File: src/rtl/aska_hbridge_drv.sv
// ----------------------------------------------------------------------------
// aska_hbridge_drv
//
// Output conditioning stage between the stimulation pulse generator and the
// analog H-bridge / current DAC pads. Switch closures get a break-before-make
// interval (DEADTIME cycles). Openings and pure DAC changes pass through with
// one cycle of latency. A request that closes the P and N switch of the same
// electrode is treated as a fault and forces the safe state (all switches
// open, DAC 0). The fault latches until fault_clr is raised while every
// request is idle.
//
// Optional feature, enabled by defining ASKA_HBRIDGE_WATCHDOG_EN:
//   a watchdog counts consecutive cycles of pulse_active_in=1. If the input is
//   still high once the count has saturated at MAX_ON, the block faults with
//   code 2'b10. Without the macro no counter exists and MAX_ON is unused.
//
// Parameters:
//   N_ELE    electrode count (width of each switch bus)
//   DAC_W    DAC code width
//   DEADTIME break-before-make interval in clk cycles, 1..15
//   MAX_ON   watchdog limit in cycles
//
// Ports:
//   clk              stimulation clock
//   reset            asynchronous reset, active-high
//   up_req/down_req  requested P/N switch patterns
//   dac_req          requested DAC code
//   pulse_active_in  pulse generator activity flag
//   fault_clr        level request to leave the fault state
//   up_sw/down_sw    conditioned P/N switch drive (registered)
//   dac_out          conditioned DAC code (registered)
//   pulse_active_out registered activity flag, 0 while faulted
//   fault            latched fault indicator
//   fault_code       00 none, 01 shoot-through, 10 watchdog
// ----------------------------------------------------------------------------
module aska_hbridge_drv #(
  parameter int N_ELE    = 32,
  parameter int DAC_W    = 6,
  parameter int DEADTIME = 1,
  parameter int MAX_ON   = 16
) (
  input  logic             clk,
  input  logic             reset,
  input  logic [N_ELE-1:0] up_req,
  input  logic [N_ELE-1:0] down_req,
  input  logic [DAC_W-1:0] dac_req,
  input  logic             pulse_active_in,
  input  logic             fault_clr,
  output logic [N_ELE-1:0] up_sw,
  output logic [N_ELE-1:0] down_sw,
  output logic [DAC_W-1:0] dac_out,
  output logic             pulse_active_out,
  output logic             fault,
  output logic [1:0]       fault_code
);

  typedef enum logic [1:0] {
    S_RUN   = 2'd0,
    S_BREAK = 2'd1,
    S_FAULT = 2'd2
  } state_t;

  localparam logic [1:0] CODE_NONE  = 2'b00;
  localparam logic [1:0] CODE_SHOOT = 2'b01;
  localparam logic [1:0] CODE_WDOG  = 2'b10;

  // Entering S_BREAK already consumes one edge, so the count starts at
  // DEADTIME-1 and the hold registers are applied on the edge it reads 0.
  localparam logic [3:0] DT_LOAD = 4'(DEADTIME - 1);

  state_t             state, state_nxt;
  logic [N_ELE-1:0]   hold_up, hold_up_nxt;
  logic [N_ELE-1:0]   hold_down, hold_down_nxt;
  logic [DAC_W-1:0]   hold_dac, hold_dac_nxt;
  logic [3:0]         dt_cnt, dt_cnt_nxt;
  logic [N_ELE-1:0]   up_nxt, down_nxt;
  logic [DAC_W-1:0]   dac_nxt;
  logic               pa_nxt, fault_nxt;
  logic [1:0]         code_nxt;

  logic [2*N_ELE-1:0] applied, target;
  logic               closing, shoot, wd_trip, exit_ok;

  assign applied = {up_sw, down_sw};
  assign target  = {up_req, down_req};
  assign closing = |(target & ~applied);
  assign shoot   = |(up_req & down_req);
  assign exit_ok = fault_clr && (up_req == '0) && (down_req == '0) && !pulse_active_in;

`ifdef ASKA_HBRIDGE_WATCHDOG_EN
  localparam int WD_W = $clog2(MAX_ON + 1);
  localparam logic [WD_W-1:0] WD_MAX = WD_W'(MAX_ON);

  logic [WD_W-1:0] wd_cnt;

  // Counts consecutive active cycles, saturating at MAX_ON. It keeps
  // counting while faulted; leaving the fault state clears it.
  always_ff @(posedge clk or posedge reset) begin
    if (reset) begin
      wd_cnt <= '0;
    end else if (!pulse_active_in || (state == S_FAULT && exit_ok)) begin
      wd_cnt <= '0;
    end else if (wd_cnt != WD_MAX) begin
      wd_cnt <= wd_cnt + 1'b1;
    end
  end

  assign wd_trip = pulse_active_in && (wd_cnt == WD_MAX);
`else
  assign wd_trip = 1'b0;
`endif

  // Next-state and next-output logic
  always_comb begin
    state_nxt     = state;
    up_nxt        = up_sw;
    down_nxt      = down_sw;
    dac_nxt       = dac_out;
    pa_nxt        = pulse_active_in;
    fault_nxt     = fault;
    code_nxt      = fault_code;
    hold_up_nxt   = hold_up;
    hold_down_nxt = hold_down;
    hold_dac_nxt  = hold_dac;
    dt_cnt_nxt    = dt_cnt;

    case (state)
      S_RUN, S_BREAK: begin
        if (shoot || wd_trip) begin
          // Safety checks are live in both states and preempt a break.
          state_nxt  = S_FAULT;
          up_nxt     = '0;
          down_nxt   = '0;
          dac_nxt    = '0;
          pa_nxt     = 1'b0;
          fault_nxt  = 1'b1;
          code_nxt   = shoot ? CODE_SHOOT : CODE_WDOG;
          dt_cnt_nxt = '0;
        end else if (state == S_RUN) begin
          if (closing) begin
            // Open what must open now, keep common switches closed, and
            // park the full request until the dead time has elapsed.
            hold_up_nxt   = up_req;
            hold_down_nxt = down_req;
            hold_dac_nxt  = dac_req;
            up_nxt        = up_sw & up_req;
            down_nxt      = down_sw & down_req;
            dac_nxt       = '0;
            dt_cnt_nxt    = DT_LOAD;
            state_nxt     = S_BREAK;
          end else begin
            up_nxt   = up_req;
            down_nxt = down_req;
            dac_nxt  = dac_req;
          end
        end else begin
          if (dt_cnt != 4'd0) begin
            dt_cnt_nxt = dt_cnt - 4'd1;
          end else begin
            up_nxt    = hold_up;
            down_nxt  = hold_down;
            dac_nxt   = hold_dac;
            state_nxt = S_RUN;
          end
        end
      end

      S_FAULT: begin
        up_nxt   = '0;
        down_nxt = '0;
        dac_nxt  = '0;
        pa_nxt   = 1'b0;
        if (exit_ok) begin
          state_nxt = S_RUN;
          fault_nxt = 1'b0;
          code_nxt  = CODE_NONE;
        end
      end

      default: begin
        state_nxt = S_RUN;
        up_nxt    = '0;
        down_nxt  = '0;
        dac_nxt   = '0;
        pa_nxt    = 1'b0;
      end
    endcase
  end

  // State register
  always_ff @(posedge clk or posedge reset) begin
    if (reset) begin
      state <= S_RUN;
    end else begin
      state <= state_nxt;
    end
  end

  // Datapath / output registers
  always_ff @(posedge clk or posedge reset) begin
    if (reset) begin
      up_sw            <= '0;
      down_sw          <= '0;
      dac_out          <= '0;
      pulse_active_out <= 1'b0;
      fault            <= 1'b0;
      fault_code       <= CODE_NONE;
      hold_up          <= '0;
      hold_down        <= '0;
      hold_dac         <= '0;
      dt_cnt           <= '0;
    end else begin
      up_sw            <= up_nxt;
      down_sw          <= down_nxt;
      dac_out          <= dac_nxt;
      pulse_active_out <= pa_nxt;
      fault            <= fault_nxt;
      fault_code       <= code_nxt;
      hold_up          <= hold_up_nxt;
      hold_down        <= hold_down_nxt;
      hold_dac         <= hold_dac_nxt;
      dt_cnt           <= dt_cnt_nxt;
    end
  end

endmodule
File: config.mk
export PLATFORM = sky130hd
export DESIGN_NAME = aska_hbridge_drv
export DESIGN_NICKNAME = d
export VERILOG_FILES = /design/src/rtl/aska_hbridge_drv.sv
export SDC_FILE = /design/constraint.sdc
export NUM_CORES = 1
export LEC_CHECK = 0
export CORE_MARGIN = 5
export CORE_UTILIZATION = 48
export CTS_BUF_LIST = sky130_fd_sc_hd__clkbuf_16
export CTS_CLUSTER_SIZE = 28
export DETAILED_ROUTE_END_ITERATION = 8
export PLACE_DENSITY = 0.89
export SYNTH_ARGS = -nofsm -noshare
export SYNTH_HDL_FRONTEND = slang
export SYNTH_SLANG_ARGS = --single-unit
File: constraint.sdc
create_clock -name clk -period 5.2 [get_ports clk]
set_input_delay 1.56 -clock clk [delete_from_list [all_inputs] [get_ports clk]]
set_output_delay 1.56 -clock clk [all_outputs]
set_load 0.01 [all_outputs]
==> metrics.md <==
| Metric | Value |
|---|---|
| Status | finished, final reports clean |
| Worst path max stage delay | 0.72 ns |
| Global Route Usage Sum | 26.8% |
| First-pass GRT wire length | slightly below 40000 um |
| Die H | about 140 um |
| Leakage | 4.05 nW |
| Ys Warns | 0 |
| Sinks on Clock Net | around 150 |
| Post-CTS sizing | 0 |
| Chip width | 137 um |
| Post-synthesis sequential area ratio | 47.7% |
| Critical path capture point type | flop |
| VDD IR-drop max | 233 uV |
| Worst setup SP type | primary input |
| Clock slew at reported path FFs | 0.06 ns |
| WP data required | approximately 5.5 ns |
| Fin util | 62.7% |
| Post-Syn Nets | 802 |
| Area grow syn2layout | 28.2% |
| IO Pins | roughly 150 |
| Rows | between 40 and 50 |
| Yosys top cell area share | 47.7% |
| Wirelength per Cell | approximately 23 um |
| DRC errors left | 0 |
| Register bit total from synthesis | 148 |
| Final setup viols | 0 |
| PortBufs | about 150 |
| Vias | 6685 |
| Final wirelength | 24600 um |
| P per Cell Area | 243 mW/mm2 |
| Number of synthesized flops with an enable pin | 0 |
| Initial Utilization | between 40% and 50% |
| Final Wtd Congestion | 1.06 |
| Peak Freq | 0.241 GHz |
| Critical-path cell list | clkdlybuf4s50_1 -> nor2b_1 -> a2111oi_0 -> nand4_1 -> nor4_4 -> nor3_4 -> buf_12 -> mux2_4 |
| Clk Latency, worst-skew pair | approximately 0.43 ns |
| Vias per cell | about 6 |
| Hpwl dp | ~17000 um |
| Cts hold-fix bufs | 0 |
| Ant diodes | 0 |
| Distinct cells, synth | 36 |
| Worst-path maximum fanout | 37 |
| Post-CTS Setup Inserts | 0 |
| Pre-CTS WS | 0.715 ns |
| Setup TNS | 0 ns |
| Pin count of the biggest net entering global routing | between 80 and 90 |
| Vias in the first global route | 6833 |
| Slowest CP cell | a2111oi_0 |
| Final cycle utilization of the critical path | 79.8% |
| Clk root buf | clkbuf_16 |
| Layout Cells excl Fill | 1090 |
| Core Area | 0.0159 mm2 |
| Share of cells above drive strength 1 | 19.6% |
| Initial antenna violation count | 1 |
| Final antenna-violating net count | 0 |
| Cell taking the most area after synthesis | dfrtp_1 |
| Mapped Cells | roughly 730 |
| Iteration-0 DRC Markers | 604 |
| Nets | 937 |
| Max-slew violation count | 0 |
| Grt ovf | 0 |
| Clock skew | 0.0103 ns |
| Mean Syn Cell Area | 10.7 um2 |
| Fin. Hold Viols | 0 |
| Worst EP arrival | roughly 4.5 ns |
| Pre-Repair DR Iteration Count | 7 |
| Max_slew headroom | 31.2% |
| CTS tree | done |
| WS Path Type | primary input to flop |
| Post-synth ARST share | 100% |
| Die area | 0.0188 mm2 |
| RSZ-0062 raised after global routing | no |
| Post-Syn Area | about 0.008 mm2 |
| Setup ws final | approximately 1.1 ns |
| Worst hold-check path type | flop to flop |
| Inst Count DP | 1058 |
| Synth top area cells | dfrtp_1, mux2_4, mux2_2 |
| Primary FF master, synth | dfrtp_1 |
| Min Tclk post-route | slightly above 4 ns |
| TritonCTS buffer count | 17 |
| Clock Path Buffers | 2 |
| Total of max-cap violations | 0 |
| H-tree levels | 4 |
| Worst Tran Pin Value | 1.03 ns |
[final timing paths]
check / startpoint / end / slack, ns / cells past startpoint
worst max-delay path: down_req[10] / hold_down[24] / 1.05 / 8
worst min-delay path: hold_dac[1] / hold_dac[1] / 0.51 / 1
worst max register to register: down_sw[10] / hold_down[24] / 2.45 / 7
worst min register to register: hold_dac[1] / hold_dac[1] / 0.51 / 1
max in group asynchronous: reset / state[0] / 3.18 / 3
min in group asynchronous: reset / dt_cnt[2] / 1.60 / 3
[registers in the layout, summed over array words and instances (netlist names)]
register and count:
hold_down 32, dt_cnt 4, dac_out 6, up_sw 32, down_sw 32, state 2, hold_up 32, fault_code 1
pulse_active_out 1, hold_dac 6
[worst max-delay path, delay by kind of cell]
kind            cells  cell delay [ns]
compound gates      1             0.72
buf+inv             2             0.81
simple gates        4             1.02
mux                 1             0.33
[layer usage]
| metal | wire [um] | global-route usage (%) | vias to the layer above |
|---|---|---|---|
| met3 | 2650 | 7.45 | 97 |
| met1 | 9640 | 35.5 | 3281 |
| met4 | 1140 | 12.9 | 2 |
| met5 | 17 | 0 | - |
| li1 | - | - | 2870 |
| met2 | 11100 | 40.8 | 435 |
[cell usage after synthesis, types with 7 or more instances]
library cell  count
nand3_1          67
nand4_1          11
nor2b_1          54
a2111oi_0        17
inv_1            24
a21oi_1          72
dfrtp_1         148
clkbuf_1         32
a22oi_1          16
buf_6             7
nor4_1           17
o21ai_0          25
mux2_4           69
mux2_2           50
nand2_1          89
[cell type report]
| class | instances | area (um2) |
|---|---|---|
| clock buffer | 17 | 425 |
| clock inverter | 15 | 95.1 |
| fill | 1260 | 5930 |
| inverter | 24 | 93.8 |
| multi-input combinational | 512 | 3760 |
| sequential | 148 | 3700 |
| tap | 216 | 270 |
| timing repair buffer | 158 | 1600 |
[logic make-up after synthesis]
| kind of cell | share of synthesized area (%) |
|---|---|
| DFF | 47.7 |
| and+or+nand+nor | 17.0 |
| buffers and inverters | 3.96 |
| other | 0.0483 |
| muxes | 20.6 |
| adders and majority gates | 0.322 |
| AOI/OAI and AO/OA | 10.5 |
[cell usage in the layout (no fill, tap or decap), types with 3 or more instances in the layout]
cell type / Yosys / final
nand3_1: 67 / 67
mux2_2: 50 / 50
clkdlybuf4s50_1: 0 / 146
a2111oi_0: 17 / 17
buf_4: 2 / 8
clkinv_2: 0 / 5
clkinv_4: 0 / 4
a22oi_1: 16 / 16
nor4_1: 17 / 17
clkbuf_16: 0 / 17
buf_12: 0 / 4
nor2b_1: 54 / 54
nand2_1: 89 / 88
a21oi_1: 72 / 72
o21ai_0: 25 / 25
mux2_4: 69 / 69
dfrtp_1: 148 / 147
inv_1: 24 / 24
clkinvlp_4: 0 / 3
nand4_1: 11 / 11
[per-stage QoR]
step	cell area (um2)	total power, W	hold slack (ns)
after global routing	9960	0.00248	0.521
after global placement	9440	0.00133	0.486
after floorplan	7770	0.00122	0.475
after detailed placement	9440	0.00134	0.488
after CTS	9960	0.00242	0.512
final	9960	0.00242	0.510
[power breakdown]
| part | switching, W | leakage [nW] | internal (W) | total (W) |
|---|---|---|---|---|
| clock | 0.000496 | 0.263 | 0.000602 | 0.00110 |
| sequential | 0.00000000215 | 2.05 | 0.00115 | 0.00115 |
| combinational | 0.0000965 | 1.74 | 0.0000727 | 0.000169 |
No activity file was read; power rests on OpenSTA's default activity.
